**src/rtl/sqrt_seq.sv**
```systemverilog
// Sequential non-restoring integer square root: floor(sqrt(in_data)), one root bit per clock.
// Define SQRT_REM_EN to add the out_rem port and the remainder correction logic.
module sqrt_seq #(
  parameter int WIDTH = 32
) (
  input  logic               clk,
  input  logic               reset,
  input  logic               in_valid,
  output logic               in_ready,
  input  logic [WIDTH-1:0]   in_data,
  output logic               out_valid,
  input  logic               out_ready,
  output logic [WIDTH/2-1:0] out_root,
  output logic               busy
`ifdef SQRT_REM_EN
  ,
  output logic [WIDTH/2:0]   out_rem
`endif
);
  localparam int N  = WIDTH / 2;
  localparam int CW = (N > 1) ? $clog2(N) : 1;

  typedef enum logic [1:0] {IDLE, BUSY, DONE} state_t;

  state_t                state_q, state_d;
  logic [WIDTH-1:0]      a_q, a_d;
  logic [N-1:0]          q_q, q_d;
  logic signed [N+1:0]   r_q, r_d;
  logic [CW-1:0]         cnt_q, cnt_d;
  logic [N-1:0]          root_q, root_d;

  logic signed [N+1:0]   l_op, t_op, r_new;
  logic [N-1:0]          q_new;
  logic                  accept, last, load;

  // One iteration: shift two radicand bits in, then add or subtract the trial term by sign of r.
  always_comb begin
    l_op  = {r_q[N-1:0], a_q[WIDTH-1 -: 2]};
    t_op  = {q_q, r_q[N+1], 1'b1};
    r_new = r_q[N+1] ? (l_op + t_op) : (l_op - t_op);
    q_new = {q_q[N-2:0], ~r_new[N+1]};
  end

  assign in_ready  = (state_q == IDLE) || ((state_q == DONE) && out_ready);
  assign accept    = in_valid && in_ready;
  assign last      = (state_q == BUSY) && (cnt_q == CW'(N - 1));
  assign out_valid = (state_q == DONE);
  assign busy      = (state_q == BUSY);
  assign out_root  = root_q;

  always_comb begin
    state_d = state_q;
    a_d     = a_q;
    q_d     = q_q;
    r_d     = r_q;
    cnt_d   = cnt_q;
    root_d  = root_q;
    load    = 1'b0;
    case (state_q)
      IDLE: begin
        if (accept) load = 1'b1;
      end
      BUSY: begin
        r_d   = r_new;
        q_d   = q_new;
        a_d   = a_q << 2;
        cnt_d = cnt_q + 1'b1;
        if (last) begin
          state_d = DONE;
          root_d  = q_new;
        end
      end
      DONE: begin
        if (accept)         load    = 1'b1;
        else if (out_ready) state_d = IDLE;
      end
      default: state_d = IDLE;
    endcase
    if (load) begin
      state_d = BUSY;
      a_d     = in_data;
      q_d     = '0;
      r_d     = '0;
      cnt_d   = '0;
    end
  end

  always_ff @(posedge clk) begin
    if (reset) begin
      state_q <= IDLE;
      cnt_q   <= '0;
      root_q  <= '0;
    end else begin
      state_q <= state_d;
      cnt_q   <= cnt_d;
      root_q  <= root_d;
    end
    a_q <= a_d;
    q_q <= q_d;
    r_q <= r_d;
  end

`ifdef SQRT_REM_EN
  logic [N:0] rem_q;

  // A negative final partial remainder is restored by adding back 2*root+1.
  function automatic logic [N:0] rem_fix(input logic signed [N+1:0] rn,
                                         input logic [N-1:0] qn);
    logic signed [N+1:0] s;
    s = rn[N+1] ? (rn + $signed({1'b0, qn, 1'b1})) : rn;
    return s[N:0];
  endfunction

  always_ff @(posedge clk) begin
    if (reset)     rem_q <= '0;
    else if (last) rem_q <= rem_fix(r_new, q_new);
  end

  assign out_rem = rem_q;
`endif

endmodule
```
**config.mk**
```make
export PLATFORM = sky130hd
export DESIGN_NAME = sqrt_seq
export DESIGN_NICKNAME = d
export VERILOG_FILES = /design/src/rtl/sqrt_seq.sv
export SDC_FILE = /design/constraint.sdc
export NUM_CORES = 1
export LEC_CHECK = 0
export BUFFER_PORTS_ARGS = -buffer_cell sky130_fd_sc_hd__buf_2
export CELL_PAD_IN_SITES_DETAIL_PLACEMENT = 1
export CELL_PAD_IN_SITES_GLOBAL_PLACEMENT = 1
export CORE_MARGIN = 4
export CORE_UTILIZATION = 47
export DETAILED_ROUTE_END_ITERATION = 10
export HOLD_SLACK_MARGIN = 0.15
export PLACE_DENSITY_LB_ADDON = 0.1
export SYNTH_ARGS = -nofsm -noshare
export SYNTH_HDL_FRONTEND = slang
export SYNTH_SLANG_ARGS = --single-unit
```
**constraint.sdc**
```tcl
create_clock -name clk -period 7.6 [get_ports clk]
set_clock_uncertainty 0.15 [all_clocks]
set_input_delay 1.52 -clock clk [delete_from_list [all_inputs] [get_ports clk]]
set_output_delay 1.52 -clock clk [all_outputs]
set_load 0.05 [all_outputs]
```
==> results.md <==
- # nets final: 597
- Global-route usage over all layers: 19.9%
- Die X: 104 um
- Status: complete, no violations
- Clock tree buffer depth: 2
- Post-detail-place hpwl: 7.40 mm
- Hold Vio Cnt, Final: 0
- Peak VDD IR: 0.146 mV
- PostCTS Resize Cnt: 0
- N_diodes: 0
- Min-delay worst type: reg2reg
- PD cells: 356 mW/mm^2
- Post-synth EDFFs: 32
- Final Slew Violations: 0
- Min-Delay Path Depth: 2
- Routability cong.: 0.798
- TritonRoute pass-1 iters: 6
- Highest routed metal layer: met4
- Critical Path Start Type: input pin
- RR Startpoint: r_q[17]
- Post-synthesis sequential area ratio: 47.6%
- Worst-Skew Late Latency: 360 ps
- Total area of sequential cells: 0.00206 sq mm
- Commonest non-fill, non-tap cell in the layout: nand2_1
- Io pins: 55
- Wire length on met2: 5.11 mm
- Seq cells post-synth: 87
- Vias in the first global route: 3764
- Async S/R FF share, synth: 0%
- Port buffer count: 54
- Via density: 5.54
- Worst reg2reg endpoint: out_root[0]
- First-pass GRT wire length: 17.9 mm
- Detail Route Antenna Nets: 0
- Row count: 34
- Clock transition at path regs: 80 ps
- Final instance area: 0.00481 sq mm
- Vias post-DR: 3640
- Share of cells above drive strength 1: 15.5%
- Mapped Cells: 505
- Met3 routed WL: 298 um
- CTS tree: yes
- Final period util: 51.8%
- Grt ovf: 0
- Ys Warns: 0
- Avg Cell Area, Syn: 8.58 sq um
- H-Tree Depth: 3
- CTS sink count: 87
- Synthesized Nets: 558
- R2R cell count: 7
- CTS root buffer: clkbuf_8
- Leak: 1.99 nW
- Area grow syn2layout: 11.1%
- Die area: 0.0108 sq mm
- Slew HR: 35.1%
- Hold buffer count at cts: 0
- Slew @ Worst Pin: 972 ps
- Crit path capture type: primary output
- Postcts setup bufs: 0
- Crit path max fanout: 5
- Hold Startpoint: out_root[5]
- Kind of critical path: in2out
- DR iter-0 viols: 141
- DRT Wirelength: 10.4 mm
- M1 WL: 4.91 mm
- WP data required: 5930 ps
- Reg-to-reg slack, setup: 4600 ps
- Post-route minimum period: 3940 ps
- Crit path DAT: 2270 ps
- Initial Util: 49.0%
- Core area: 0.00885 sq mm
- Final setup fails: 0
- Number of fill cells: 1076
- Syn Std Cell Area: 0.00433 sq mm
- Yosys cell types: 51
- RSZ-0062 raised after global routing: false
- Placed Area: 0.00464 sq mm
- Most frequent cells in the layout: nand2_1 (170), dfxtp_1 (55), buf_2 (54)
- WHS Endpoint: out_root[5]
- DR WL/cell: 15.9 um
- Area of the multi-input gates: 0.00212 sq mm
- Main synth FF type: dfxtp_1
- Max capacitance violation total: 0
- CTS Buf Count: 9
- Largest net degree at the start of global routing: 53
- Fmax: 254 MHz
- Die H: 104 um
- Residual DRC: 0
- Initial antenna violation count: 0
- TNS Setup: 0 ps
==> flip-flops by register name, summed over array words and instances (netlist names) <==
signal	cells
r_q	17
out_root	16
cnt_q	4
q_q	16
state_q	2
a_q	32
==> how the worst max path moves through the flow <==
stage,start,to,slack (ps)
global route,out_ready,in_ready,3570
CTS,out_ready,in_ready,3670
detailed placement,out_ready,in_ready,3670
floorplan,out_ready,a_q[0],3390
global placement,out_ready,in_ready,3740
finish,out_ready,in_ready,3660
==> cell families (layout without fill, tap and decap cells) <==
kind of cell	after synthesis	in the layout	synth area share [%]
simple gates	238	238	23.7
compound gates	96	96	13.9
fa+ha+maj	17	17	4.91
xor+xnor	28	28	5.66
mux	3	3	0.693
buf+inv	36	80	3.58
flops	87	87	47.6
==> cells in the mapped netlist (all sizes together) (2+ instances only) <==
library cell  number  area (sq um)
nor3              12          71.3
a21oi             29           145
edfxtp            32           961
dfxtp             55          1100
o21ai             34           170
o2111ai            2          17.5
and2               2          12.5
xnor2             22           193
a31oi              6          37.5
a211oi             4          35.0
inv                5          18.8
and4               2          18.8
and3               3          18.8
nor4               3          18.8
nand2b             4          25.0
ha                17           213
xor2               6          52.6
nor2              10          40.0
o21a               4          30.0
o211ai             2          20.0
nand2            170           638
nand3b             2          15.0
mux2i              3          30.0
a21o               3          23.8
nand4              5          37.5
clkbuf            15          56.3
nor2b              2          12.5
o31ai              3          27.5
buf               16          80.1
nand3             21           105
==> through the flow <==
| stage | hold slack [ps] | power [W] | std cells | worst slack, ps | utilization (%) |
|---|---|---|---|---|---|
| floorplan | 299 | 0.00125 | 505 | 3390 | - |
| global placement | 291 | 0.00138 | 641 | 3740 | 52.4 |
| detailed placement | 296 | 0.00143 | 641 | 3670 | 52.4 |
| CTS | 309 | 0.00173 | 657 | 3670 | 54.4 |
| global route | 337 | 0.00185 | 657 | 3570 | 54.4 |
| finish | 305 | 0.00172 | 657 | 3660 | 54.4 |
==> report_power, final <==
group / switching [W] / internal, W
sequential: 0.0000579 / 0.000558
clock: 0.000167 / 0.000130
combinational: 0.000477 / 0.000326
total: 0.000702 / 0.00101
==> area by class of cell <==
| type | count | area share (%) |
|---|---|---|
| inverter | 5 | 0.390 |
| clock inverter | 4 | 0.598 |
| sequential | 87 | 42.8 |
| timing repair buffer | 59 | 6.39 |
| tap | 108 | 2.81 |
| clock buffer | 12 | 3.01 |
| multi-input combinational | 382 | 44.0 |
==> layer usage <==
metal	vias to the layer above	global-route usage (%)
li1	1811	-
met1	1767	25.6
met2	53	34.0
met3	9	4.35
met4	0	4.94
met5	-	0
==> worst max-delay path, cell delays in order <==
cell and delay, ps:
buf_2 70, inv_1 40, a21oi_1 300, buf_2 330
Power figures use the tool's default switching activity.
